===== src/rtl/uart_rx_fifo_if.sv =====
// ---------------------------------------------------------------------------
// uart_rx_fifo_if
// Bundles the receiver-side handshake and the CPU-side FIFO/status signals
// of the UART receive buffer.
//
// Signals
//   rx_data      receiver -> fifo  received byte, valid while rx_flag=1
//   rx_flag      receiver -> fifo  receiver holds a completed byte (level)
//   clr_rx_flag  fifo -> receiver  active-low ack, low for one cycle
//   rd_en        cpu -> fifo       pop strobe, one pulse per byte
//   ovr_clr      cpu -> fifo       clears the sticky overrun flag
//   rd_data      fifo -> cpu       head-of-FIFO byte (show-ahead)
//   empty/full   fifo -> cpu       occupancy flags
//   count        fifo -> cpu       number of stored bytes, 0..DEPTH
//   overrun      fifo -> cpu       sticky: a byte was dropped while full
//
// Modports
//   slave   the FIFO itself
//   master  the environment (receiver + CPU side)
// ---------------------------------------------------------------------------
interface uart_rx_fifo_if #(
  parameter int NBIT     = 8,
  parameter int DEPTH    = 8,
  parameter int PTR_BITS = $clog2(DEPTH)
);
  logic [NBIT-1:0]   rx_data;
  logic              rx_flag;
  logic              clr_rx_flag;
  logic              rd_en;
  logic              ovr_clr;
  logic [NBIT-1:0]   rd_data;
  logic              empty;
  logic              full;
  logic [PTR_BITS:0] count;
  logic              overrun;

  modport slave (
    input  rx_data, rx_flag, rd_en, ovr_clr,
    output clr_rx_flag, rd_data, empty, full, count, overrun
  );

  modport master (
    output rx_data, rx_flag, rd_en, ovr_clr,
    input  clr_rx_flag, rd_data, empty, full, count, overrun
  );
endinterface


===== src/rtl/uart_rx_fifo.sv =====
// ---------------------------------------------------------------------------
// uart_rx_fifo
// Consumer stage behind the UART receiver. Captures each completed byte,
// acknowledges it with a one-cycle active-low clr_rx_flag pulse, and buffers
// it in a DEPTH-entry FIFO that the CPU drains through memory-mapped
// data/status registers.
//
// Ports
//   clk    in  system clock, all logic on the rising edge
//   reset  in  asynchronous, active-high reset
//   bus    uart_rx_fifo_if.slave  receiver handshake + CPU FIFO interface
//
// Parameters
//   NBIT      data width, must match the receiver
//   DEPTH     FIFO entries, power of two, >= 2
//   PTR_BITS  pointer width; count is PTR_BITS+1 bits
// ---------------------------------------------------------------------------
module uart_rx_fifo #(
  parameter int NBIT     = 8,
  parameter int DEPTH    = 8,
  parameter int PTR_BITS = $clog2(DEPTH)
) (
  input  logic          clk,
  input  logic          reset,
  uart_rx_fifo_if.slave bus
);

  localparam logic [PTR_BITS:0]   FULL_COUNT = (PTR_BITS + 1)'(DEPTH);
  localparam logic [PTR_BITS:0]   COUNT_ONE  = (PTR_BITS + 1)'(1);
  localparam logic [PTR_BITS-1:0] PTR_ONE    = PTR_BITS'(1);

  typedef enum logic [1:0] {
    S_IDLE,
    S_ACK,
    S_WAIT
  } captureState_t;

  captureState_t       r_state;
  logic                r_clrRxFlag;
  logic [NBIT-1:0]     r_mem [DEPTH];
  logic [PTR_BITS-1:0] r_wrPtr;
  logic [PTR_BITS-1:0] r_rdPtr;
  logic [PTR_BITS:0]   r_count;
  logic                r_overrun;

  logic w_isFull;
  logic w_isEmpty;
  logic w_capture;
  logic w_pop;
  logic w_push;
  logic w_drop;

  // Push/pop decisions for this cycle. A pop in the same cycle frees a slot,
  // so a capture while full is only dropped when no pop accompanies it.
  // A pop request while empty is simply ignored.
  always_comb begin
    w_isFull  = (r_count == FULL_COUNT);
    w_isEmpty = (r_count == '0);
    w_capture = (r_state == S_IDLE) && bus.rx_flag;
    w_pop     = bus.rd_en && !w_isEmpty;
    w_push    = w_capture && (!w_isFull || w_pop);
    w_drop    = w_capture && w_isFull && !w_pop;
  end

  // Capture handshake. The ack is low only during ACK; WAIT then holds off
  // until the receiver has lowered rx_flag, which it does one cycle after
  // seeing the ack, so the same byte is never captured twice.
  always_ff @(posedge clk or posedge reset) begin
    if (reset) begin
      r_state     <= S_IDLE;
      r_clrRxFlag <= 1'b1;
    end else begin
      case (r_state)
        S_IDLE: begin
          r_clrRxFlag <= 1'b1;
          if (bus.rx_flag) begin
            r_state     <= S_ACK;
            r_clrRxFlag <= 1'b0;
          end
        end
        S_ACK: begin
          r_state     <= S_WAIT;
          r_clrRxFlag <= 1'b1;
        end
        S_WAIT: begin
          r_clrRxFlag <= 1'b1;
          if (!bus.rx_flag) begin
            r_state <= S_IDLE;
          end
        end
        default: begin
          r_state     <= S_IDLE;
          r_clrRxFlag <= 1'b1;
        end
      endcase
    end
  end

  // Storage and pointers. Storage is cleared on reset so the show-ahead
  // output reads zero out of reset; pointers wrap naturally at DEPTH.
  always_ff @(posedge clk or posedge reset) begin
    if (reset) begin
      for (int i = 0; i < DEPTH; i++) begin
        r_mem[i] <= '0;
      end
      r_wrPtr <= '0;
      r_rdPtr <= '0;
    end else begin
      if (w_push) begin
        r_mem[r_wrPtr] <= bus.rx_data;
        r_wrPtr        <= r_wrPtr + PTR_ONE;
      end
      if (w_pop) begin
        r_rdPtr <= r_rdPtr + PTR_ONE;
      end
    end
  end

  // Occupancy count; a simultaneous push and pop leaves it unchanged.
  always_ff @(posedge clk or posedge reset) begin
    if (reset) begin
      r_count <= '0;
    end else begin
      case ({w_push, w_pop})
        2'b10:   r_count <= r_count + COUNT_ONE;
        2'b01:   r_count <= r_count - COUNT_ONE;
        default: r_count <= r_count;
      endcase
    end
  end

  // Sticky overrun; a drop in the same cycle as a clear keeps it set.
  always_ff @(posedge clk or posedge reset) begin
    if (reset) begin
      r_overrun <= 1'b0;
    end else if (w_drop) begin
      r_overrun <= 1'b1;
    end else if (bus.ovr_clr) begin
      r_overrun <= 1'b0;
    end
  end

  assign bus.clr_rx_flag = r_clrRxFlag;
  assign bus.rd_data     = r_mem[r_rdPtr];
  assign bus.empty       = w_isEmpty;
  assign bus.full        = w_isFull;
  assign bus.count       = r_count;
  assign bus.overrun     = r_overrun;

endmodule


===== src/flat_wrapper.sv =====
// flat-port wrapper written by rule: the top's interface ports become plain ports
module uart_rx_fifo_flat 
#(
  parameter int NBIT     = 8,
  parameter int DEPTH    = 8,
  parameter int PTR_BITS = $clog2(DEPTH)
)
  (clk, reset, bus_rx_data, bus_rx_flag, bus_rd_en, bus_ovr_clr, bus_clr_rx_flag, bus_rd_data, bus_empty, bus_full, bus_count, bus_overrun);
  uart_rx_fifo_if #(.NBIT(NBIT), .DEPTH(DEPTH), .PTR_BITS(PTR_BITS)) bus_i ();
  input  logic clk;
  input  logic reset;
  input wire logic [$bits(bus_i.rx_data)-1:0] bus_rx_data;
  input wire logic [$bits(bus_i.rx_flag)-1:0] bus_rx_flag;
  input wire logic [$bits(bus_i.rd_en)-1:0] bus_rd_en;
  input wire logic [$bits(bus_i.ovr_clr)-1:0] bus_ovr_clr;
  output wire logic [$bits(bus_i.clr_rx_flag)-1:0] bus_clr_rx_flag;
  output wire logic [$bits(bus_i.rd_data)-1:0] bus_rd_data;
  output wire logic [$bits(bus_i.empty)-1:0] bus_empty;
  output wire logic [$bits(bus_i.full)-1:0] bus_full;
  output wire logic [$bits(bus_i.count)-1:0] bus_count;
  output wire logic [$bits(bus_i.overrun)-1:0] bus_overrun;
  assign bus_i.rx_data = bus_rx_data;
  assign bus_i.rx_flag = bus_rx_flag;
  assign bus_i.rd_en = bus_rd_en;
  assign bus_i.ovr_clr = bus_ovr_clr;
  assign bus_clr_rx_flag = bus_i.clr_rx_flag;
  assign bus_rd_data = bus_i.rd_data;
  assign bus_empty = bus_i.empty;
  assign bus_full = bus_i.full;
  assign bus_count = bus_i.count;
  assign bus_overrun = bus_i.overrun;
  uart_rx_fifo #(.NBIT(NBIT), .DEPTH(DEPTH), .PTR_BITS(PTR_BITS)) u_core (.clk(clk), .reset(reset), .bus(bus_i));
endmodule

===== config.mk =====
export PLATFORM = sky130hd
export DESIGN_NAME = uart_rx_fifo_flat
export DESIGN_NICKNAME = d
export VERILOG_FILES = /design/src/rtl/uart_rx_fifo_if.sv /design/src/rtl/uart_rx_fifo.sv /design/src/flat_wrapper.sv
export SDC_FILE = /design/constraint.sdc
export NUM_CORES = 1
export LEC_CHECK = 0
export ABC_AREA = 1
export ABC_CLOCK_PERIOD_IN_PS = 3000
export CORE_ASPECT_RATIO = 0.8
export CORE_MARGIN = 2
export CORE_UTILIZATION = 40
export DETAILED_ROUTE_END_ITERATION = 8
export GPL_ROUTABILITY_DRIVEN = 0
export PLACE_DENSITY = 0.57
export SYNTH_ARGS = -nofsm -noshare
export SYNTH_HDL_FRONTEND = slang
export SYNTH_SLANG_ARGS = --single-unit

===== constraint.sdc =====
create_clock -name clk -period 3 [get_ports clk]
set_input_delay 0.3 -clock clk [delete_from_list [all_inputs] [get_ports clk]]
set_output_delay 0.3 -clock clk [all_outputs]
set_load 0.02 [all_outputs]

==> impl_metrics.py, run 1 <==
metrics = {
    "sta": {
        "slew_headroom": 0.466,
        "setup_viol": 0,
        "drv_slew": 0,
        "tns_ps": 0,
        "tightestPinTransition_ps": 801,
        "rsz0062_at_grt": "false",
        "period_minus_slack_ps": 2690,
        "finClkSkew_ps": 6.07,
        "layout_setup_ws_ps": 308,
        "fin_crit_sh": 0.897,
        "whs_ps": 386,
        "hold_violations": 0,
        "fmax_ghz": 0.371,
    },
    "setup_path": {
        "reg2reg_from": "u_core.bus.count[2]",
        "crit_path_end_kind": "output port",
        "timing.rr.end": "u_core.r_mem[2]",
        "r2r_cells": 8,
        "rrSetupSlack_ps": 860,
        "required_ps": 2700,
        "worstSetupPathType": "reg2out",
        "cp_data_arrival_time_ps": 2390,
        "worst_setup_path_start_kind": "register",
        "crit_end": "bus_rd_data[5]",
        "critPathMaxFanout": 33,
        "crit_start": "u_core.r_rdPtr[0]",
    },
    "route": {
        "wl_um": 11100,
        "ant_nets": 0,
        "via_per_inst": 5.25,
        "drtIter0Drc": 341,
        "drt-pass1-iter-count": 5,
        "via_count": 3502,
        "wl_per_cell_um": 16.6,
        "drc": 0,
    },
    "yosys": {
        "synth-seq-cells": 78,
        "yosys_warnings": 0,
        "yosysUniqueCellTypes": 25,
        "synth_xor_xnor_area_share": 0.0150,
        "yosys.area_share.simple": 0.357,
        "synth_seq_area_share": 0.478,
        "syn_inst": 515,
        "synth_top_family_by_area": "simple AND/OR/NAND/NOR gates",
        "synth_compound_area_frac": 0.0679,
        "synthMuxAreaShare": 0,
        "synth_area_um2": 4090,
        "avgSynthCellArea_um2": 7.94,
        "synthAdderAreaFrac": 0.0153,
        "syn_nets": 533,
    },
    "placement": {
        "dp_hpwl_um": 6970,
        "numPortBuffers": 28,
        "dpl_cell_area_um2": 4400,
        "dp.cells": 651,
        "place_ws_ps": 602,
    },
    "final_layout": {
        "area_growth_pct": 14.2,
        "drive_above_1_share": 0.0960,
        "insertedDiodeCount": 0,
        "utilization": 0.476,
        "finalNonFillerCells": 667,
        "final_net_count": 544,
        "nFillCells": 978,
        "finalInstanceArea_um2": 4670,
    },
    "floorplanning": {
        "rows": 32,
        "die_h_um": 94.4,
        "initial_core_util": 0.417,
        "fp.dieW_um": 117,
        "dieArea_um2": 11100,
        "coreArea_um2": 9810,
        "boundaryPins": 29,
    },
    "flow_run": {
        "maxCapViolCount": 0,
    },
    "worst_hold_path": {
        "hold_class": "in2async",
    },
    "clock_tree": {
        "post_cts_buffers": 0,
        "clk_path_buf_depth": 2,
        "clk_latency_ps": 340,
        "h-tree-depth": 3,
        "cts_root_buffer": "clkbuf_16",
        "ctsResizeCount": 0,
        "clock_sinks": 78,
        "postCtsHoldBufs": 0,
        "cts_tree": "done",
        "cts.clk_slew.worst_paths_ps": 60,
        "cts_buffers": 9,
    },
    "power_and_ir_drop": {
        "powerDensity_nw_per_um2": 1150,
        "ir_worst_vdd_mv": 0.378,
        "total_power_mw": 5.37,
        "p_leak_nw": 2.27,
    },
    "global_routing": {
        "grt_pass1_wl_um": 17800,
        "grt_remaining_overflow": 0,
        "grt_pass1_vias": 3274,
        "grt_use_total": 0.216,
        "grt_max_degree": 76,
        "antenna_found_initial": 0,
    },
    "status": {
        "status": "complete, no violations",
    },
}
-- power by group --
group          total (mW)  switching (mW)  internal, mW  leakage, nW
sequential           1.82           0.307          1.51        0.997
clock                1.00           0.425         0.579        0.132
combinational        2.55            1.65         0.897         1.14
-- cells in the final DEF (no fill, tap or decap) --
cell and count:
a21oi_1 2, clkbuf_1 2, ha_1 5, clkinv_2 4, o21ai_0 35, nand4_1 64, o22ai_2 1, clkinvlp_4 1
xnor2_1 3, inv_2 5, clkbuf_16 9, nand2_4 1, inv_1 10, buf_12 1, dfstp_2 1, nand3_1 5
nand3_2 8, nand2_2 2, clkbuf_8 1, xor2_1 4, clkinv_1 1, clkdlybuf4s50_1 28, nor2_1 51, dfrtp_1 77
nor2_4 2, nor2_2 9, buf_4 6, o21ai_1 16, nand2_1 177
-- flip-flops by register name, indices dropped and copies added (netlist names) --
name                    flops
u_core.bus.clr_rx_flag      1
u_core.bus.count            4
u_core.bus.overrun          1
u_core.r_mem               64
u_core.r_rdPtr              3
u_core.r_state              2
u_core.r_wrPtr              3
-- critical path, cell delays in order, from the launching register on --
cell and delay, ps:
dfrtp_1 350, buf_4 350, nor2_1 90, nor2_1 170, o21ai_0 190, o21ai_1 140, nand2_1 70, nand2_1 80
clkdlybuf4s50_1 610
-- synth_stat cells --
| cell type | instances | area (µm²) |
|---|---|---|
| nor2_4 | 1 | 11.3 |
| nand2_4 | 1 | 11.3 |
| nand4_1 | 64 | 400 |
| inv_2 | 5 | 18.8 |
| nor2_1 | 51 | 191 |
| xnor2_1 | 3 | 26.3 |
| o21ai_0 | 35 | 175 |
| clkinv_1 | 1 | 3.75 |
| ha_1 | 5 | 62.6 |
| xor2_1 | 4 | 35.0 |
| inv_1 | 11 | 41.3 |
| a21oi_1 | 2 | 10.0 |
| nand3_1 | 5 | 25.0 |
| dfrtp_1 | 77 | 1930 |
| nand2_2 | 2 | 12.5 |
| o22ai_2 | 1 | 12.5 |
| nand2_1 | 177 | 664 |
| nor2_2 | 10 | 62.6 |
| buf_6 | 8 | 90.1 |
| dfstp_2 | 1 | 26.3 |
| nand3_2 | 8 | 80.1 |
| clkbuf_1 | 15 | 56.3 |
| buf_4 | 2 | 15.0 |
| o21ai_1 | 16 | 80.1 |
| buf_2 | 10 | 50.1 |
-- layer usage --
metal | up-vias | part of all wire | routed length [µm] | GRT usage
li1 | 1737 | - | - | -
met1 | 1636 | 0.49 | 5460 | 0.333
met2 | 112 | 0.42 | 4690 | 0.301
met3 | 17 | 0.067 | 744 | 0.0449
met4 | 0 | 0.017 | 186 | 0.0706
met5 | - | 0 | 0 | 0
-- how the worst min path moves through the flow --
stage                               to  slack [ps]  cells past startpoint             start
floorplan           u_core.bus.overrun         410                      1       bus_ovr_clr
global placement      u_core.r_mem[46]         450                      2  u_core.r_mem[46]
detailed placement    u_core.r_mem[46]         450                      2  u_core.r_mem[46]
CTS                  u_core.r_rdPtr[2]         420                      2             reset
global route         u_core.r_rdPtr[2]         460                      2             reset
finish               u_core.r_rdPtr[2]         390                      2             reset
-- cell type report --
| cell class | instances | area, µm² | share of cell area |
|---|---|---|---|
| Tap cell | 136 | 170 | 0.0365 |
| Inverter | 17 | 65.1 | 0.0139 |
| Multi-Input combinational cell | 385 | 1870 | 0.400 |
| Clock inverter | 4 | 22.5 | 0.00482 |
| Sequential cell | 78 | 1950 | 0.418 |
| Clock buffer | 12 | 246 | 0.0528 |
| Timing Repair Buffer | 35 | 345 | 0.0740 |
-- cell families after synthesis --
group / Yosys count
and+or+nand+nor: 319
DFF: 78
AOI/OAI and AO/OA: 54
buffers and inverters: 52
xor gates and xnor gates: 7
adders and majority gates: 5
(Power assumes the default switching activity.)
==> run 2: changes to the inputs <==
- GPL_TIMING_DRIVEN: default -> 0
==> impl_metrics.py, run 2 (same netlist as run 1, synthesis figures left out) <==
metrics = {
    "status": {
        "status": "complete, no violations",
    },
    "final_layout": {
        "utilization": 0.492,
        "layout_common_cells": "nand2_1 (177), dfrtp_1 (77), nand4_1 (64)",
        "largest_reg_flops": 64,
        "insertedDiodeCount": 0,
        "area_growth_pct": 18.0,
        "finalInstanceArea_um2": 4830,
        "regMostFlops": "u_core.r_mem",
        "mostFrequentLayoutCell": "nand2_1",
        "drive_above_1_share": 0.121,
        "final_net_count": 565,
    },
    "power_and_ir_drop": {
        "seqPwrFrac": 0.315,
        "total_power_mw": 5.74,
        "p_int_mw": 3.26,
        "p_switching_mw": 2.48,
        "p_leak_nw": 2.37,
        "ir_worst_vdd_mv": 0.528,
        "power.share.combinational": 0.472,
        "swShare": 0.433,
        "powerDensity_nw_per_um2": 1190,
        "power.clock.fraction": 0.213,
    },
    "floorplanning": {
        "boundaryPins": 29,
        "dieArea_um2": 11100,
        "coreArea_um2": 9810,
        "die_h_um": 94.4,
        "rows": 32,
        "fp.dieW_um": 117,
        "initial_core_util": 0.417,
    },
    "setup_path": {
        "required_ps": 2700,
        "reg2reg_from": "u_core.bus.count[0]",
        "crit_start": "u_core.r_rdPtr[0]",
        "rrSetupSlack_ps": 690,
        "timing.rr.end": "u_core.bus.count[2]",
        "critPathMaxFanout": 10,
        "r2r_cells": 14,
        "worst_setup_path_start_kind": "register",
        "worstSetupPathType": "reg2out",
        "cp_data_arrival_time_ps": 2530,
        "crit_path_end_kind": "output port",
    },
    "sta": {
        "fin_crit_sh": 0.944,
        "drv_slew": 0,
        "rsz0062_at_grt": "false",
        "finClkSkew_ps": 7.68,
        "setup_viol": 0,
        "period_minus_slack_ps": 2830,
        "tns_ps": 0,
        "fmax_ghz": 0.353,
        "hold_violations": 0,
        "layout_setup_ws_ps": 168,
        "slew_headroom": 0.559,
        "tightestPinTransition_ps": 662,
    },
    "route": {
        "wl_per_cell_um": 17.9,
        "drc": 0,
        "ant_nets": 0,
        "via_count": 3694,
        "drt-pass1-iter-count": 5,
        "via_per_inst": 5.37,
        "drtIter0Drc": 367,
        "wl_um": 12300,
    },
    "worst_hold_path": {
        "hold_class": "in2async",
    },
    "global_routing": {
        "grt_use_total": 0.244,
        "grt_pass1_wl_um": 19800,
        "antenna_found_initial": 0,
        "grt_pass1_vias": 3480,
        "grt_max_degree": 66,
        "grt_remaining_overflow": 0,
    },
    "placement": {
        "dp_hpwl_um": 8500,
        "place_ws_ps": 502,
        "numPortBuffers": 20,
        "dpl_cell_area_um2": 4490,
    },
    "clock_tree": {
        "clk_latency_ps": 340,
        "clock_sinks": 78,
        "cts_buffers": 9,
        "cts.clk_slew.worst_paths_ps": 60,
        "cts_tree": "done",
        "clk_path_buf_depth": 2,
        "h-tree-depth": 3,
        "cts_root_buffer": "clkbuf_16",
        "post_cts_buffers": 0,
    },
    "flow_run": {
        "maxCapViolCount": 0,
    },
}
run 2: changes by cell type in the layout (fill, tap and decap cells not counted), moves of 2 or more:
cell / delta
clkbuf_1: +13
buf_2: +10
buf_6: +8
clkdlybuf4s50_1: -8
buf_4: -4
clkinv_2: -3
bufinv_16: +2
clkbuf_8: +2
run 2: per-layer routing:
| layer | track usage | wire length (µm) | part of all wire | vias to the layer above |
|---|---|---|---|---|
| li1 | - | - | - | 1775 |
| met2 | 0.337 | 5120 | 0.42 | 141 |
| met4 | 0.0676 | 184 | 0.015 | 0 |
| met3 | 0.0513 | 1070 | 0.087 | 14 |
| met5 | 0 | 0 | 0 | - |
| met1 | 0.382 | 5930 | 0.48 | 1764 |
run 2: worst max path at each step:
| stage | to | slack [ps] | cells past startpoint |
|---|---|---|---|
| after floorplan | u_core.bus.count[2] | 690 | 14 |
| after global placement | u_core.r_mem[60] | -740 | 2 |
| after detailed placement | u_core.bus.count[2] | 500 | 13 |
| after CTS | bus_rd_data[3] | 140 | 7 |
| after global routing | bus_rd_data[2] | 9 | 7 |
| final | bus_rd_data[2] | 170 | 7 |
run 2: cell type report:
| class | count | area (µm²) |
|---|---|---|
| Fill cell | 976 | 4980 |
| Sequential cell | 78 | 1950 |
| Multi-Input combinational cell | 385 | 1860 |
| Clock buffer | 13 | 270 |
| Timing Repair Buffer | 21 | 228 |
| Buffer | 35 | 213 |
| Tap cell | 136 | 170 |
| Inverter | 17 | 66.3 |
| Clock inverter | 3 | 65.1 |
run 2: power groups by stage:
stage	Combinational [mW]	Clock, mW	Sequential [mW]
6_report	2.71	1.22	1.81
5_1_grt	3.01	1.28	1.87
4_1_cts	2.68	1.24	1.80
3_5_place_dp	2.67	0	1.82
3_3_place_gp	2.65	0	1.80
2_1_floorplan	1.75	0	1.78
run 2: repair_timing:
action	4_1_cts	5_1_grt
endpoints found under the setup margin	0	2
hold buffers	0	0
gates resized for setup	0	2
run 2: critical path: stages (launching register included):
cell and delay (ps):
dfrtp_1 490, inv_2 160, clkbuf_1 370, o21ai_0 230
o21ai_1 130, nand2_1 80, nand2_1 100, clkdlybuf4s50_1 620
run 2: through the flow:
step / hold slack [ps] / std cells
after floorplan: 406 / 515
after global placement: 448 / 671
after detailed placement: 454 / 672
after CTS: 240 / 688
after global routing: 251 / 688
final: 235 / 688
==> edit: new RTL, settings of run 1 <==
`NBIT` is set to 8 in 3 places; all go to 12.
--- a/src/rtl/uart_rx_fifo_if.sv
+++ b/src/rtl/uart_rx_fifo_if.sv
@@ -19,7 +19,7 @@
 //   master  the environment (receiver + CPU side)
 // ---------------------------------------------------------------------------
 interface uart_rx_fifo_if #(
-  parameter int NBIT     = 8,
+  parameter int NBIT     = 12,
   parameter int DEPTH    = 8,
   parameter int PTR_BITS = $clog2(DEPTH)
 );
--- a/src/rtl/uart_rx_fifo.sv
+++ b/src/rtl/uart_rx_fifo.sv
@@ -16,7 +16,7 @@
 //   PTR_BITS  pointer width; count is PTR_BITS+1 bits
 // ---------------------------------------------------------------------------
 module uart_rx_fifo #(
-  parameter int NBIT     = 8,
+  parameter int NBIT     = 12,
   parameter int DEPTH    = 8,
   parameter int PTR_BITS = $clog2(DEPTH)
 ) (
--- a/src/flat_wrapper.sv
+++ b/src/flat_wrapper.sv
@@ -1,7 +1,7 @@
 // flat-port wrapper written by rule: the top's interface ports become plain ports
 module uart_rx_fifo_flat 
 #(
-  parameter int NBIT     = 8,
+  parameter int NBIT     = 12,
   parameter int DEPTH    = 8,
   parameter int PTR_BITS = $clog2(DEPTH)
 )
Ports: changed (resized bus_rd_data and bus_rx_data); port bits go from 29 to 37. No check against the original RTL was run, so the function may have changed too.
==> edit against run 1 <==
First-iteration DRC count increased by 32%; clock skew increased by 2.4 ps; sequential cell count increased by 32; total power increased by 37%; design area increased by 39%; via count increased by 48%; setup slack improved by 70 ps; hold slack got worse by 12 ps; synthesized cell count increased by 43%; synthesized area increased by 40%; wire length increased by 56%; sequential power increased by 40%; clock power increased by 16%; critical path type unchanged; largest power group unchanged; highest routed layer is now met5.
==> edit: results <==
synth:
  ys.flop_type: "dfrtp_1"
  synthTopCellsByArea: "dfrtp_1 48%, nand2_1 17%, nand4_1 10%"
  ys_types: 30
  ys_warn_count: 0
  synth_common_cells: "253 x nand2_1, 109 x dfrtp_1, 96 x nand4_1, 84 x nor2_1, 69 x o21ai_0"
  syn-num-nets: 758
  synthArstFlopShare_pct: 100
  yosysSeqAreaShare_pct: 48.0
clocking:
  clkLatencyLatePin_ps: 350
  cts-htree-levels: 3
  clk_pin_slew_worst_paths_ps: 80
  numCtsBuffers: 9
  clockRootBuffer: "clkbuf_16"
  clk_path_buf_depth: 2
  cts.repair.resized: 0
  postCtsSetupRepairBufs: 0
finish:
  regMostFlops: "u_core.r_mem"
  fill_cells: 1418
  largest_reg_flops: 96
  final_nets: 770
  drive_gt1_share_pct: 7.98
  diodes: 0
sta:
  worst_slew_pin_slew_ps: 849
  fin_skew_ps: 8.46
detailed_routing:
  viasPerCell: 5.55
  wl_per_cell_um: 18.5
  drt_iter0_drc: 450
  first_pass_iters: 6
global_route:
  grt_pass1_wl_mm: 28.1
  grt_use_total_pct: 23.8
  antenna_found_initial: 1
  grt_start_max_net_pins: 66
  grt_pass1_vias: 5078
worst_setup_path:
  crit_family: "buffers and inverters"
  critPathArrivalTime_ps: 2320
  cp_slowest_cell: "clkdlybuf4s50_1"
  crit_fanout: 20
  max_stage_delay_ps: 630
placed_design:
  port_buffers: 36
  dpl.hpwl_mm: 10.9
  post_dp_cell_area_um2: 6220
status:
  status: "completed"
min_path:
  hold_class: "in -> async"
power_and_ir_drop:
  power_leakage_nw: 3.22
  vdd_ir_drop_max_mv: 0.569
[edit: cell types whose count changed after synthesis, moves of 4 or more]
cell,change
dfrtp_1,+32
nor2_1,+33
nand2_1,+76
nor2_2,-9
o21ai_1,-11
inv_2,-4
nand4_1,+32
inv_1,+5
o21ai_0,+34
buf_2,+17
clkbuf_2,+11
nand3_2,-7
nand3_1,+5
[edit: routing by layer]
layer  up-vias  GRT usage, %  part of all wire (%)
li1       2456             -                     -
met1      2510          34.5                    46
met2       208          35.0                    45
met3        17          7.13                   8.5
met4         2          5.44                   1.2
met5         -             0                 0.040
[edit: report_power, final]
group	total, mW	switching (mW)	internal [mW]
sequential	2.54	0.401	2.14
combinational	3.64	2.35	1.29
clock	1.16	0.573	0.592
[edit: cell families (layout without fill, tap and decap cells)]
group | Yosys count | in the layout | share of synthesized area [%]
AO/OA/AOI/OAI | 78 | 78 | 6.85
adder cells (fa/ha/maj) | 5 | 5 | 1.09
flip-flops | 110 | 110 | 48.0
buffers and inverters | 84 | 100 | 7.89
XOR/XNOR | 6 | 6 | 0.916
AND/OR/NAND/NOR | 453 | 453 | 35.3
[edit: path summary, 6_finish.rpt]
check | start | cells after the start | to | slack, ps
max reg2reg | u_core.bus.count[0]$_DFFE_PP0P_ | 12 | u_core.bus.count[2]$_DFFE_PP0P_ | 710
min | reset | 2 | u_core.bus.overrun$_DFFE_PP0P_ | 370
min in group clk | u_core.r_mem[35]$_DFFE_PP0P_ | 2 | u_core.r_mem[35]$_DFFE_PP0P_ | 470
min reg2reg | u_core.r_mem[35]$_DFFE_PP0P_ | 2 | u_core.r_mem[35]$_DFFE_PP0P_ | 470
max in group asynchronous | reset | 3 | u_core.r_mem[77]$_DFFE_PP0P_ | 1940
max | u_core.r_rdPtr[0]$_DFFE_PP0P_ | 7 | bus_rd_data[4] | 380
[edit: cell type report]
type,instances,area (um2),share of cell area [%]
multi-input cells,542,2530,38.9
clock buffers,10,239,3.68
well taps,184,230,3.54
flip-flops and latches,110,2750,42.4
repair buffers,68,638,9.81
clock inverters,5,41.3,0.635
inverters,17,67.6,1.04
[edit: metrics by stage]
step	utilization [%]	total power, mW	std cells	setup WS [ps]
global route	46.0	7.94	936	194
CTS	46.0	7.36	936	376
detailed placement	44.0	6.18	921	608
floorplan	-	4.85	736	671
global placement	44.0	6.12	921	680
finish	46.0	7.34	936	379
